==> src/rtl/uart_pkg.sv <==
// ============================================================================
// Module : uart_pkg
// Brief  : Shared UART frame constants, state encodings and parity helper.
// Rev    : 1.0  initial release
// ============================================================================
`default_nettype none

package uart_pkg;

    localparam int UART_DATA_BITS            = 8;
    localparam int UART_CLKS_PER_BIT_DEFAULT = 234;
    localparam int UART_GUARD_CLKS_DEFAULT   = 234;

    typedef logic [2:0] uart_state_t;

    localparam uart_state_t ST_IDLE   = 3'd0;
    localparam uart_state_t ST_START  = 3'd1;
    localparam uart_state_t ST_DATA   = 3'd2;
    localparam uart_state_t ST_PARITY = 3'd3;
    localparam uart_state_t ST_STOP   = 3'd4;
    localparam uart_state_t ST_GUARD  = 3'd5;

    // Even parity; the receiver calls the same function so both ends agree.
    function automatic logic uart_parity(input logic [UART_DATA_BITS-1:0] b);
        return ^b;
    endfunction

endpackage

`default_nettype wire

==> src/rtl/uart_tx_fpga_if.sv <==
// ============================================================================
// Module : uart_tx_fpga_if
// Brief  : Host-side byte handshake into the UART transmitter.
// Rev    : 1.0  initial release
// ============================================================================
`default_nettype none

interface uart_tx_fpga_if;
    import uart_pkg::*;

    logic                      i_txStart;
    logic [UART_DATA_BITS-1:0] i_txByte;
    logic                      o_txReady;

    modport master (output i_txStart, output i_txByte, input  o_txReady);
    modport slave  (input  i_txStart, input  i_txByte, output o_txReady);
endinterface

`default_nettype wire

==> src/rtl/uart_bit_timer.sv <==
// ============================================================================
// Module : uart_bit_timer
// Brief  : Wrapping interval counter with terminal-count pulse.
// Rev    : 1.0  initial release
// ============================================================================
`default_nettype none

module uart_bit_timer #(
    parameter int WIDTH = 8
) (
    input  wire logic             i_clk,
    input  wire logic             i_rst_n,
    input  wire logic             i_load,
    input  wire logic             i_en,
    input  wire logic [WIDTH-1:0] i_termCount,
    output logic                  o_tick
);

    logic [WIDTH-1:0] r_count;

    assign o_tick = i_en && (r_count == i_termCount);

    always_ff @(posedge i_clk) begin
        if (!i_rst_n || i_load) begin
            r_count <= '0;
        end else if (i_en) begin
            r_count <= o_tick ? '0 : r_count + WIDTH'(1);
        end
    end

endmodule

`default_nettype wire

==> src/rtl/uart_tx_fpga.sv <==
// ============================================================================
// Module : uart_tx_fpga
// Brief  : 8E1 UART transmitter with one-deep holding register and idle guard.
// Rev    : 1.0  initial release
// ============================================================================
`default_nettype none

module uart_tx_fpga
    import uart_pkg::*;
#(
    parameter int clksPerBit = UART_CLKS_PER_BIT_DEFAULT,
    parameter int guardClks  = UART_GUARD_CLKS_DEFAULT
) (
    input  wire logic     i_clkTx,
    input  wire logic     i_rstTx_n,
    uart_tx_fpga_if.slave txIf,
    output logic          o_txBit,
    output logic          o_txBusy,
    output logic          o_txDone
);

    localparam int c_cntMax = (clksPerBit > guardClks) ? clksPerBit : guardClks;
    localparam int c_cntW   = (c_cntMax > 1) ? $clog2(c_cntMax) : 1;
    localparam logic [c_cntW-1:0] c_bitTerm   = c_cntW'(clksPerBit - 1);
    localparam logic [c_cntW-1:0] c_guardTerm = c_cntW'((guardClks > 0) ? guardClks - 1 : 0);
    localparam logic [2:0]        c_lastBit   = 3'(UART_DATA_BITS - 1);

    uart_state_t               r_state, w_stateNext;
    logic                      r_holdValid;
    logic [UART_DATA_BITS-1:0] r_holdByte;
    logic [UART_DATA_BITS:0]   r_shift;
    logic [2:0]                r_bitIdx, w_bitIdxNext;
    logic                      r_txBit, w_txBitNext;
    logic                      r_txDone, w_txDoneNext;
    logic                      w_tick, w_accept, w_consume;
    logic [c_cntW-1:0]         w_term;

    assign w_accept  = txIf.i_txStart && !r_holdValid;
    assign w_consume = (r_state == ST_IDLE) && r_holdValid;
    assign w_term    = (r_state == ST_GUARD) ? c_guardTerm : c_bitTerm;

    // One timer serves both the bit period and the guard interval; it wraps
    // on every tick so each new state starts counting from zero.
    uart_bit_timer #(.WIDTH(c_cntW)) u_timer (
        .i_clk       (i_clkTx),
        .i_rst_n     (i_rstTx_n),
        .i_load      (r_state == ST_IDLE),
        .i_en        (r_state != ST_IDLE),
        .i_termCount (w_term),
        .o_tick      (w_tick)
    );

    always_ff @(posedge i_clkTx) begin
        if (!i_rstTx_n) r_state <= ST_IDLE;
        else            r_state <= w_stateNext;
    end

    always_comb begin
        w_stateNext = r_state;
        case (r_state)
            ST_IDLE:   if (r_holdValid) w_stateNext = ST_START;
            ST_START:  if (w_tick) w_stateNext = ST_DATA;
            ST_DATA:   if (w_tick && r_bitIdx == c_lastBit) w_stateNext = ST_PARITY;
            ST_PARITY: if (w_tick) w_stateNext = ST_STOP;
            ST_STOP:   if (w_tick) w_stateNext = (guardClks == 0) ? ST_IDLE : ST_GUARD;
            ST_GUARD:  if (w_tick) w_stateNext = ST_IDLE;
            default:   w_stateNext = ST_IDLE;
        endcase
    end

    // Line value is derived from the next state so o_txBit can be registered
    // without adding a cycle of latency to the frame.
    always_comb begin
        w_bitIdxNext = r_bitIdx;
        w_txBitNext  = 1'b1;
        w_txDoneNext = (r_state == ST_STOP) && w_tick;
        if (r_state == ST_START)
            w_bitIdxNext = 3'd0;
        else if (r_state == ST_DATA && w_tick)
            w_bitIdxNext = r_bitIdx + 3'd1;
        case (w_stateNext)
            ST_START:  w_txBitNext = 1'b0;
            ST_DATA:   w_txBitNext = r_shift[w_bitIdxNext];
            ST_PARITY: w_txBitNext = r_shift[UART_DATA_BITS];
            default:   w_txBitNext = 1'b1;
        endcase
    end

    always_ff @(posedge i_clkTx) begin
        if (!i_rstTx_n) begin
            r_holdValid <= 1'b0;
            r_holdByte  <= '0;
            r_shift     <= '0;
            r_bitIdx    <= 3'd0;
            r_txBit     <= 1'b1;
            r_txDone    <= 1'b0;
        end else begin
            if (w_accept) begin
                r_holdValid <= 1'b1;
                r_holdByte  <= txIf.i_txByte;
            end
            if (w_consume) begin
                r_holdValid <= 1'b0;
                r_shift     <= {uart_parity(r_holdByte), r_holdByte};
            end
            r_bitIdx <= w_bitIdxNext;
            r_txBit  <= w_txBitNext;
            r_txDone <= w_txDoneNext;
        end
    end

    assign txIf.o_txReady = !r_holdValid;
    assign o_txBit        = r_txBit;
    assign o_txBusy       = (r_state != ST_IDLE);
    assign o_txDone       = r_txDone;

endmodule

`default_nettype wire

==> src/flat_wrapper.sv <==
// flat-port wrapper written by rule: the top's interface ports become plain ports
module uart_tx_fpga_flat import uart_pkg::*;
#(
    parameter int clksPerBit = UART_CLKS_PER_BIT_DEFAULT,
    parameter int guardClks  = UART_GUARD_CLKS_DEFAULT
)
  (i_clkTx, i_rstTx_n, o_txBit, o_txBusy, o_txDone, txIf_i_txStart, txIf_i_txByte, txIf_o_txReady);
  uart_tx_fpga_if txIf_i ();
  input  wire logic i_clkTx;
  input  wire logic i_rstTx_n;
  output logic o_txBit;
  output logic o_txBusy;
  output logic o_txDone;
  input wire logic [$bits(txIf_i.i_txStart)-1:0] txIf_i_txStart;
  input wire logic [$bits(txIf_i.i_txByte)-1:0] txIf_i_txByte;
  output wire logic [$bits(txIf_i.o_txReady)-1:0] txIf_o_txReady;
  assign txIf_i.i_txStart = txIf_i_txStart;
  assign txIf_i.i_txByte = txIf_i_txByte;
  assign txIf_o_txReady = txIf_i.o_txReady;
  uart_tx_fpga #(.clksPerBit(clksPerBit), .guardClks(guardClks)) u_core (.i_clkTx(i_clkTx), .i_rstTx_n(i_rstTx_n), .txIf(txIf_i), .o_txBit(o_txBit), .o_txBusy(o_txBusy), .o_txDone(o_txDone));
endmodule
==> config.mk <==
export PLATFORM = sky130hd
export DESIGN_NAME = uart_tx_fpga_flat
export DESIGN_NICKNAME = d
export VERILOG_FILES = /design/src/rtl/uart_pkg.sv /design/src/rtl/uart_tx_fpga_if.sv /design/src/rtl/uart_bit_timer.sv /design/src/rtl/uart_tx_fpga.sv /design/src/flat_wrapper.sv
export SDC_FILE = /design/constraint.sdc
export NUM_CORES = 1
export LEC_CHECK = 0
export ABC_AREA = 1
export CORE_UTILIZATION = 40
export CTS_BUF_LIST = sky130_fd_sc_hd__clkbuf_8
export DETAILED_ROUTE_END_ITERATION = 10
export PLACE_DENSITY = 0.64
export SYNTH_ARGS = -nofsm -noshare
export SYNTH_HDL_FRONTEND = slang
export SYNTH_HIERARCHICAL = 1
export SYNTH_SLANG_ARGS = --single-unit
==> constraint.sdc <==
create_clock -name i_clkTx -period 5.4 [get_ports i_clkTx]
set_input_delay 1.08 -clock i_clkTx [delete_from_list [all_inputs] [get_ports i_clkTx]]
set_output_delay 1.08 -clock i_clkTx [all_outputs]
set_load 0.05 [all_outputs]
### Yosys cells after proc, flatten, opt, wreduce, memory -nomap -nowiden

Cells that the tools add are included.

| cells by class | value |
|---|---|
| reductions and logical operators | 13 |
| bitwise gates (word level) | 1 |
| $lt $le $gt $ge | 1 |
| add/sub/neg operators | 2 |
| equality and inequality tests | 10 |
| mux-type cells | 13 |

Operator list:

| kind | count |
|---|---|
| $mux 3 | 8 |
| $pmux 3 s6 | 1 |
| $eq 3x2->1 const B | 4 |
| $eq 3x3->1 const B | 3 |
| $add 8x1->8 const B | 1 |
| $eq 8x8->1 const B | 1 |
| $mux 8 | 1 |
| $reduce_xor 8->1 | 1 |
| $eq 3x1->1 const B | 2 |
| $logic_and 1x1->1 | 6 |
| $lt 3x5->1 const B | 1 |
| $add 3x1->3 const B | 1 |
| $bmux 1 s3 | 1 |
| $logic_not 3->1 | 1 |
| $pmux 1 s3 | 1 |
| $reduce_bool 3->1 | 1 |
| $logic_not 1->1 | 2 |
| $reduce_or 2->1 | 1 |
| $logic_or 1x1->1 | 1 |
| $mux 1 | 1 |
| $not 1->1 | 1 |

| word-level totals | value |
|---|---|
| bits in registers | 34 |
| logic and storage cells | 48 |
| bits of input ports | 11 |
| output and inout bits | 4 |

### Longest topological paths before layout

Gate-level depths: netlist of the first run.

| depth | value |
|---|---|
| word-level depth | 8 |
| gate-level depth with buffers | 20 |
| mapped depth without buffers | 20 |

### By module

Netlist of the first run, hierarchy kept.

By module, submodules not included:

| module | sequential area each (um^2) | area each (um^2) | instances | cells an instance |
|---|---|---|---|---|
| uart_tx_fpga | 520.5 | 1282.5 | 1 | 173 |
| uart_bit_timer | 160.2 | 584.3 | 1 | 102 |

### Worst setup path after synthesis of the first run

No wires, ideal clock.

| path | value |
|---|---|
| kind | register -> register |
| start | register u_core.r_state[2] |
| end | register u_core.r_txBit, in the netlist u_core/o_txBit |
| path buffers | 0 |
| slack | 3.231 ns |
| setup time | 0.121 ns |
| arrival time | 2.048 ns |
| cell stages (with the launch flop) | 20 |
| period minus slack after synthesis | 2.169 ns |
| data required time | 5.279 ns |
| cell sequence | dfxtp_1 -> nor2_4 -> inv_2 -> nor2_2 -> inv_2 -> nand2_1 -> nor3_1 -> nand2_1 -> inv_1 -> nand2_1 -> clkinv_2 -> nand3_2 -> nand3_2 -> nand2_1 -> nand3_1 -> nand2_1 -> nand2_1 -> nand3_2 -> nand2_1 -> nand2_1 |

| on the way | value |
|---|---|
| word-level cells in the longest chain between the ends | 8 |
| elaborated cells on any way between the ends | 25 |
| classes of those cells | eq/ne (8); mux (12); reduce/logical (5) |

Ends and longest elaborated chain:

| what | line | RTL |
|---|---|---|
| start, declared | uart_tx_fpga.sv:28 | `uart_state_t r_state, w_stateNext;` |
| start signal, assigned | uart_tx_fpga.sv:55 | `else r_state <= w_stateNext;` |
| $reduce_bool 3->1 (*) | n/a |  |
| net o_txBusy | flat_wrapper.sv:12 | `output logic o_txBusy;` |
| $logic_and 1x1->1 (*) | uart_bit_timer.sv:21 | `assign o_tick = i_en && (r_count == i_termCount);` |
| net u_core.w_tick | uart_tx_fpga.sv:35 | `logic w_tick, w_accept, w_consume;` |
| $logic_and 1x1->1 | uart_tx_fpga.sv:79 | `else if (r_state == ST_DATA && w_tick)` |
| $mux 3 | uart_tx_fpga.sv:79 |  |
| $mux 3 | uart_tx_fpga.sv:77 | `if (r_state == ST_START)` |
| $bmux 1 s3 | uart_tx_fpga.sv:83 | `ST_DATA: w_txBitNext = r_shift[w_bitIdxNext];` |
| $mux 1 (not written as such) | uart_tx_fpga.sv:83 |  |
| $pmux 1 s3 (*) | uart_tx_fpga.sv:81 | `case (w_stateNext)` |
| end signal, assigned | uart_tx_fpga.sv:107 | `r_txBit <= w_txBitNext;` |
| end, declared | uart_tx_fpga.sv:33 | `logic r_txBit, w_txBitNext;` |

Mark *: on every way through the listed nets, which the timed path passes. The rest lies on a longest branch. The select of a mux whose other input is x is not followed.
A chain may end at the register's enable or synchronous reset.

### Worst setup path after layout of the first run

| path | value |
|---|---|
| start | register u_core.r_state[2] |
| end | output port o_txBusy |

| on the way | value |
|---|---|
| word-level cells in the longest chain between the ends | 1 |

Ends and longest elaborated chain:

| what | line | RTL |
|---|---|---|
| $reduce_bool 3->1 | uart_tx_fpga.sv:114 | `assign o_txBusy = (r_state != ST_IDLE);` |
| end, declared | flat_wrapper.sv:12 |  |

Every way passes these cells.

==> results of run 1 <==
## final timing paths
check	endpoint	slack, ps	cells after the start	start
worst min-delay path	u_core/r_shift[3]	450	2	u_core/r_shift[3]
worst max-delay path	o_txBusy	2450	5	u_core/r_state[2]
worst max register to register	u_core/o_txBit	3070	19	u_core/r_state[2]
worst min register to register	u_core/r_shift[3]	450	2	u_core/r_shift[3]
## sequential cells by signal, indices dropped and copies added, names as in the netlist
| register | cells |
|---|---|
| u_core/r_shift | 9 |
| u_core/u_timer/r_count | 8 |
| u_core/r_bitIdx | 3 |
| u_core/o_txDone | 1 |
| u_core/r_state | 3 |
| u_core/r_holdValid | 1 |
| u_core/r_holdByte | 8 |
| u_core/o_txBit | 1 |
## worst reg2reg max path: stages, from the launching register on
cell and delay, ps:
sky130_fd_sc_hd__dfxtp_1 440, sky130_fd_sc_hd__nor2_4 100, sky130_fd_sc_hd__inv_2 60, sky130_fd_sc_hd__nor2_2 40, sky130_fd_sc_hd__inv_2 130, sky130_fd_sc_hd__nand2_1 70
sky130_fd_sc_hd__nor3_1 190, sky130_fd_sc_hd__nand2_1 140, sky130_fd_sc_hd__inv_1 170, sky130_fd_sc_hd__nand2_1 100, sky130_fd_sc_hd__clkinv_2 80, sky130_fd_sc_hd__nand2_2 80
sky130_fd_sc_hd__inv_1 80, sky130_fd_sc_hd__nor2_1 50, sky130_fd_sc_hd__nor3_2 160, sky130_fd_sc_hd__inv_1 90, sky130_fd_sc_hd__nand2_1 80, sky130_fd_sc_hd__nand3_2 60
sky130_fd_sc_hd__nand2_1 60, sky130_fd_sc_hd__nand2_1 40
## metal layers
layer | vias up | GRT usage, % | part of all wire [%]
met3 | 6 | 3.90 | 3.2
met4 | 0 | 6.00 | 1.6
met2 | 23 | 24.0 | 42
met5 | - | 0 | 0
li1 | 904 | - | -
met1 | 672 | 21.2 | 54
## per-stage QoR
stage	total power (uW)	utilization, %	cell area [um^2]
after floorplan	346	-	1920
after global placement	367	47.6	2100
after detailed placement	368	47.6	2100
after CTS	561	49.7	2200
after global routing	587	49.7	2200
final	553	49.7	2200
## power by group
group	internal, uW	switching (uW)
combinational	35.5	53.7
clock	102	88.4
sequential	265	8.00
## kinds of logic (layout without fill, tap and decap cells)
family	Yosys count	count (layout)
and+or+nand+nor	138	138
buffers and inverters	56	75
DFF	34	34
AOI/OAI and AO/OA	32	32
xor gates and xnor gates	10	10
adders and majority gates	3	3
other	2	15
## cell usage in the layout (no fill, tap or decap)
cell / synthesis / routed
sky130_fd_sc_hd__inv_2: 4 / 4
sky130_fd_sc_hd__or2_1: 1 / 1
sky130_fd_sc_hd__a21oi_2: 1 / 1
sky130_fd_sc_hd__clkinv_1: 1 / 1
sky130_fd_sc_hd__o21ai_0: 18 / 18
sky130_fd_sc_hd__o21ai_1: 1 / 1
sky130_fd_sc_hd__nand4_2: 1 / 1
sky130_fd_sc_hd__clkbuf_8: 0 / 6
sky130_fd_sc_hd__nand2_4: 1 / 1
sky130_fd_sc_hd__ha_1: 3 / 3
sky130_fd_sc_hd__nand3_1: 14 / 14
sky130_fd_sc_hd__nand2_2: 1 / 1
sky130_fd_sc_hd__clkdlybuf4s50_1: 0 / 14
sky130_fd_sc_hd__nor4_1: 3 / 3
sky130_fd_sc_hd__dfxtp_1: 34 / 34
sky130_fd_sc_hd__nor3_1: 5 / 5
sky130_fd_sc_hd__xor2_1: 4 / 4
sky130_fd_sc_hd__nor3_4: 1 / 1
sky130_fd_sc_hd__nand2_1: 55 / 55
sky130_fd_sc_hd__a21oi_1: 9 / 9
sky130_fd_sc_hd__clkinv_2: 1 / 2
sky130_fd_sc_hd__inv_1: 47 / 47
sky130_fd_sc_hd__nand3_4: 1 / 1
sky130_fd_sc_hd__nor2_4: 1 / 1
sky130_fd_sc_hd__nor3_2: 1 / 1
sky130_fd_sc_hd__nand3b_1: 2 / 2
sky130_fd_sc_hd__o211ai_1: 1 / 1
sky130_fd_sc_hd__a31oi_1: 1 / 1
sky130_fd_sc_hd__nand3_2: 4 / 4
sky130_fd_sc_hd__nand4_1: 6 / 6
sky130_fd_sc_hd__conb_1: 2 / 15
sky130_fd_sc_hd__nor2_2: 2 / 2
sky130_fd_sc_hd__clkinvlp_4: 0 / 1
sky130_fd_sc_hd__xnor2_1: 6 / 6
sky130_fd_sc_hd__nor2_1: 39 / 39
sky130_fd_sc_hd__o31ai_1: 1 / 1
## final cells by class
cell class,instances,area (um^2)
sequential,34,681
clock inverter,2,12.5
multi-input combinational,198,1010
fill,445,2220
tap,52,65.1
inverter,53,200
timing repair buffer,14,140
clock buffer,6,82.6
==> results.rst, run 1 <==
.. list-table::
   :header-rows: 1

   * - Metric
     - Value
   * - Run status
     - completed
   * - Half-perimeter wire length of the detailed placement result
     - 2.59 mm
   * - Total leakage power
     - 0.00108 uW
   * - Flops & latches, synth
     - 34
   * - Worst setup slack after layout
     - 2450 ps
   * - Clock tree from TritonCTS
     - built
   * - Average instance area after synthesis
     - 6.79 um^2
   * - Clock root buffer
     - sky130_fd_sc_hd__clkbuf_8
   * - Post-Place Setup Slack
     - 2570 ps
   * - Synthesis warning total
     - 6
   * - Shortest period the worst path allows
     - 2950 ps
   * - Vias
     - 1,605
   * - Setup repair bufs after CTS
     - 0
   * - Largest stage delay on the critical path
     - 820 ps
   * - Share of cell area taken by muxes after synthesis
     - 0%
   * - Port-buffer cells
     - 14
   * - Cell count after synthesis
     - 275
   * - Routability cong.
     - 0.851
   * - Number of buffers created by CTS
     - 5
   * - Vias in the first global route
     - 1,497
   * - Highest fanout seen on the critical path
     - 8
   * - DRC violation total after the first TritonRoute iteration
     - 74
   * - Area enclosed by the die boundary
     - 4940 um^2
   * - First-pass DRT Iterations
     - 4
   * - Die W
     - 70.3 um
   * - Buf+Inv Stages, Crit Path
     - 3
   * - Number of cells in the finished layout apart from fillers
     - 359
   * - Most used flip-flop cell after synthesis
     - sky130_fd_sc_hd__dfxtp_1
   * - Post-synth top area share
     - 36.5%
   * - Crit path kind
     - flop to primary output
   * - Sequential-to-total area share from yosys stat
     - 36.5%
   * - Arrival time worst endpoint
     - 1870 ps
   * - Critical path's most frequent cell
     - sky130_fd_sc_hd__inv_2
   * - Total number of nets in the final design
     - 320
   * - PostCTS Resize Cnt
     - 0
   * - Most instantiated library cell after synthesis
     - sky130_fd_sc_hd__nand2_1
   * - Number of levels the H-tree was split into
     - 2
   * - Worst VDD drop
     - 0.000153 V
   * - Proportion of synthesized flip-flops having asynchronous set or reset
     - 0%
   * - Top cell family by delay on the critical path
     - buffers and inverters
   * - Placed instance count
     - 351
   * - Total overflow reported by the global router
     - 0
   * - Final hold violation count
     - 0
   * - Max-cap check violation count
     - 0
   * - Via-per-instance ratio
     - 4.47
   * - # clock sinks
     - 34
   * - Final setup violation count
     - 0
   * - Slew at the pin closest to its max-slew limit
     - 535 ps
   * - Drt drc
     - 0
   * - Share of cells above drive strength 1
     - 8.79%
   * - Peak clock frequency supported by timing
     - 339 MHz
   * - Xor and xnor area share after synthesis
     - 4.69%
   * - Final clock period utilization by the worst path
     - 54.6%
   * - ANT cells
     - 0
   * - RSZ-0062 raised after global routing
     - no
   * - Headroom to the max-slew limit
     - 64.2%
   * - Post-synthesis share of cell area spent on and, or, nand and nor gates
     - 35.5%
   * - Ports placed on the boundary
     - 15
   * - Type of element capturing the critical path
     - primary output
   * - Top cells by area, synth
     - sky130_fd_sc_hd__dfxtp_1, sky130_fd_sc_hd__nand2_1, sky130_fd_sc_hd__inv_1, sky130_fd_sc_hd__nor2_1, sky130_fd_sc_hd__o21ai_0
   * - Worst skew pair latency
     - 280 ps
   * - Vertical extent of the die
     - 70.3 um
   * - Post-synth cell types
     - 36
   * - Final setup TNS
     - 0 ps
   * - Synthesis-to-layout area growth
     - 17.6%
   * - Count of standard-cell rows
     - 24
   * - Initial core utilization
     - 42.3%
   * - Kind of start point of the critical path
     - flop
   * - Share of synthesized cell area in full adder, half adder and majority cells
     - 2.01%
   * - Area leader, netlist
     - sky130_fd_sc_hd__dfxtp_1
   * - Post-route ant nets
     - 0
   * - Share of the synthesized area in compound gates (AO/OA/AOI/OAI)
     - 9.12%
   * - Maximum clock insertion buffer count
     - 2
   * - DRT Wirelength
     - 3.37 mm
   * - Synth cell count leaders
     - sky130_fd_sc_hd__nand2_1, sky130_fd_sc_hd__inv_1, sky130_fd_sc_hd__nor2_1
   * - Maximum number of pins on one net before global-route repair
     - 21
   * - Core area
     - 4410 um^2
   * - Wire length of the first global-routing pass
     - 6.29 mm
   * - Clock-pin slew on the worst setup and hold paths
     - 70 ps
   * - Combined area of all synthesized cells
     - 1870 um^2
   * - Data required time of the worst path
     - 4320 ps
   * - Ordered list of cells on the worst path
     - nor2_4, inv_2, nor2_2, inv_2, clkdlybuf4s50_1
   * - Average routed wire per standard cell
     - 9.38 um
   * - Final setup skew
     - 5.32 ps
   * - Areal power density over the cells
     - 252 nW/um^2
   * - Global routing usage summed across all routing layers
     - 15.7%
   * - Max-slew violations
     - 0
   * - Count of flip-flops with a built-in enable after synthesis
     - 0
   * - Worst Hold Class
     - flop to flop
   * - CP max stage cell
     - sky130_fd_sc_hd__clkdlybuf4s50_1
   * - Largest family of logic cells by synthesized area
     - simple AND/OR/NAND/NOR gates
   * - Hold Worst Slack
     - 454 ps
   * - Initial antenna violation count
     - 0
   * - Total of hold buffers inserted after clock tree synthesis
     - 0
(Power assumes the default switching activity.)
==> run 2, diff against run 1 <==
--- a/config.mk
+++ b/config.mk
@@ -9,7 +9,7 @@
 export CORE_UTILIZATION = 40
 export CTS_BUF_LIST = sky130_fd_sc_hd__clkbuf_8
 export DETAILED_ROUTE_END_ITERATION = 10
-export PLACE_DENSITY = 0.64
+export PLACE_DENSITY = 0.67
 export SYNTH_ARGS = -nofsm -noshare
 export SYNTH_HDL_FRONTEND = slang
 export SYNTH_HIERARCHICAL = 1
==> constraint.sdc (replaced) <==
create_clock -name i_clkTx -period 2.6 [get_ports i_clkTx]
set_input_delay 0.52 -clock i_clkTx [delete_from_list [all_inputs] [get_ports i_clkTx]]
set_output_delay 0.52 -clock i_clkTx [all_outputs]
set_load 0.05 [all_outputs]
==> run 2 against run 1 <==
Net effect:
- critical path type unchanged
- die area unchanged
- setup slack worse by 2300 ps
- clock-buffer cell count unchanged
- routed wire length up 6.2%
- via count up 2.8%
- clock skew about the same
- sequential power up 110%
- global-route usage up 0.97 points
- utilization up 1.6 points
- critical path depth unchanged
==> results.rst, run 2 (synthesized netlist as in run 1, its figures left out) <==
.. list-table::
   :header-rows: 1

   * - Metric
     - Value
   * - Run status
     - completed
   * - Max-slew violations
     - 0 (unchanged)
   * - Highest fanout seen on the critical path
     - 8 (unchanged)
   * - CP max stage cell
     - sky130_fd_sc_hd__clkdlybuf4s50_1
   * - Most common cell after layout, fill and taps aside
     - sky130_fd_sc_hd__nand2_1
   * - Average routed wire per standard cell
     - 9.88 um (+5.3%)
   * - Layout filler cell count
     - 424 (-4.7%)
   * - Clock-pin slew on the worst setup and hold paths
     - 70 ps (about the same)
   * - Half-perimeter wire length of the detailed placement result
     - 2.71 mm (+4.8%)
   * - Critical path's most frequent cell
     - sky130_fd_sc_hd__inv_2
   * - Net switching power figure
     - 322 uW (+110%)
   * - Clock root buffer
     - sky130_fd_sc_hd__clkbuf_8
   * - Number of levels the H-tree was split into
     - 2 (unchanged)
   * - Wire length of the first global-routing pass
     - 6.54 mm (+4.0%)
   * - Arrival time worst endpoint
     - 1900 ps (+30 ps)
   * - Clock tree from TritonCTS
     - built
   * - Headroom to the max-slew limit
     - 65.9% (+1.7 points)
   * - Vias in the first global route
     - 1,555 (+3.9%)
   * - Synthesis-to-layout area growth
     - 21.4%
   * - PostCTS Resize Cnt
     - 0 (unchanged)
   * - Maximum clock insertion buffer count
     - 2 (unchanged)
   * - DRT Wirelength
     - 3.58 mm (+6.2%)
   * - Ordered list of cells on the worst path
     - nor2_4, inv_2, nor2_2, inv_2, clkdlybuf4s50_1
   * - Total overflow reported by the global router
     - 0 (unchanged)
   * - Switching power share of the total
     - 23.7% (-3.5 points)
   * - Number of buffers created by CTS
     - 5 (unchanged)
   * - Maximum number of pins on one net before global-route repair
     - 21 (unchanged)
   * - Total number of nets in the final design
     - 323 (+0.94%)
   * - Largest stage delay on the critical path
     - 830 ps (about the same)
   * - Final std cell area, no fill
     - 2270 um^2 (+3.2%)
   * - Vertical extent of the die
     - 70.3 um (unchanged)
   * - Final clock period utilization by the worst path
     - 93.0%
   * - Initial antenna violation count
     - 0 (unchanged)
   * - First-pass DRT Iterations
     - 4 (unchanged)
   * - Via-per-instance ratio
     - 4.56 (+2.0%)
   * - Largest registers
     - u_core/r_shift x9, u_core/r_holdByte x8, u_core/u_timer/r_count x8
   * - Max-cap check violation count
     - 0 (unchanged)
   * - Final setup skew
     - 4.91 ps (-0.418 ps)
   * - Setup repair bufs after CTS
     - 0 (unchanged)
   * - Post-route ant nets
     - 0 (unchanged)
   * - Max FFs per register
     - 9 (unchanged)
   * - Slew at the pin closest to its max-slew limit
     - 509 ps (-25.8 ps)
   * - Core area
     - 4410 um^2 (unchanged)
   * - Sequential fraction of design power
     - 41.7% (-7.7 points)
   * - Core Util, Final
     - 51.3% (+1.6 points)
   * - Total leakage power
     - 0.00112 uW (+3.6%)
   * - Area enclosed by the die boundary
     - 4940 um^2 (unchanged)
   * - Initial core utilization
     - 42.3% (unchanged)
   * - Share of cells above drive strength 1
     - 9.68% (+0.88 points)
   * - Vias
     - 1,650 (+2.8%)
   * - Areal power density over the cells
     - 600 nW/um^2 (+140%)
   * - Ports placed on the boundary
     - 15 (unchanged)
   * - Shortest period the worst path allows
     - 2420 ps
   * - Peak clock frequency supported by timing
     - 414 MHz
   * - Count of standard-cell rows
     - 24 (unchanged)
   * - Final hold violation count
     - 0 (unchanged)
   * - Placed cell areas
     - 2120 um^2 (+1.1%)
   * - Port-buffer cells
     - 14 (unchanged)
   * - # clock sinks
     - 34 (unchanged)
   * - Die W
     - 70.3 um (unchanged)
   * - Type of element capturing the critical path
     - primary output
   * - Logic pwr share
     - 14.0% (-2.1 points)
   * - Final setup TNS
     - 0 ps (unchanged)
   * - Cell internal power dissipation
     - 1040 uW (+160%)
   * - Routability cong.
     - 0.878 (+3.1%)
   * - Crit path kind
     - flop to primary output
   * - Total of hold buffers inserted after clock tree synthesis
     - 0 (unchanged)
   * - ANT cells
     - 0 (unchanged)
   * - Data required time of the worst path
     - 2080 ps (-2240 ps)
   * - Leading cell types in the layout, fill and taps excluded
     - sky130_fd_sc_hd__nand2_1, sky130_fd_sc_hd__inv_1, sky130_fd_sc_hd__nor2_1, sky130_fd_sc_hd__dfxtp_1, sky130_fd_sc_hd__o21ai_0
   * - Worst Hold Class
     - flop to flop
   * - Clock network fraction of design power
     - 44.3% (+9.8 points)
   * - Final setup violation count
     - 0 (unchanged)
   * - Worst skew pair latency
     - 280 ps (about the same)
   * - DRC violation total after the first TritonRoute iteration
     - 124 (+68%)
   * - RSZ-0062 raised after global routing
     - no
   * - Global routing usage summed across all routing layers
     - 16.7% (+0.97 points)
   * - Worst VDD drop
     - 0.000317 V (+110%)
   * - Drt drc
     - 0 (unchanged)
   * - Kind of start point of the critical path
     - flop
   * - Most flops, register
     - u_core/r_shift
-- run 2: cell count changes in the layout (fill, tap and decap cells not counted), sizes merged --
cell      before  now
clkinvlp       1    0
buf            0    3
bufinv         0    2
clkinv         3    2
-- run 2: worst paths after layout --
path,start,to,slack (ps),cells after the start
setup / recovery,u_core/r_state[2],o_txBusy,180,5
hold / removal,u_core/r_shift[3],u_core/r_shift[3],460,2
setup reg to reg,u_core/r_state[2],u_core/o_txBit,320,19
hold reg to reg,u_core/r_shift[3],u_core/r_shift[3],460,2
-- run 2: final cells by class --
class | count | area, um^2 | share of cell area (%)
multi-input combinational | 198 | 1010 | 44.8
sequential | 34 | 681 | 30.0
inverter | 53 | 200 | 8.83
timing repair buffer | 17 | 163 | 7.18
clock buffer | 6 | 82.6 | 3.64
tap | 52 | 65.1 | 2.87
clock inverter | 2 | 60.1 | 2.65
-- run 2: critical path, delay by kind of cell, from the launching register on --
family	cells	cell delay [ps]
buffers and inverters	3	1020
DFF	1	460
and+or+nand+nor	2	130
-- run 2: routing by layer --
layer / share of wire [%] / up-vias / wire (um) / GRT usage (%)
met3: 3.9 / 2 / 141 / 4.76
met1: 50 / 708 / 1790 / 22.2
met4: 0.87 / 0 / 31 / 6.44
li1: - / 912 / - / -
met2: 45 / 28 / 1610 / 25.4
met5: 0 / - / 0 / 0
-- run 2: power groups by stage --
stage	sequential, uW	combinational (uW)	clock [uW]
global route	571	218	642
floorplan	581	137	0
global placement	578	189	0
CTS	567	191	620
finish	567	190	601
detailed placement	579	190	0
-- run 2: stage by stage --
stage,power (uW),instances,hold WS (ps),setup WS [ps]
after detailed placement,769,354,447,352
after CTS,1380,362,458,168
after global routing,1430,362,477,62.6
after global placement,767,354,446,433
final,1360,362,459,183
after floorplan,718,288,429,431
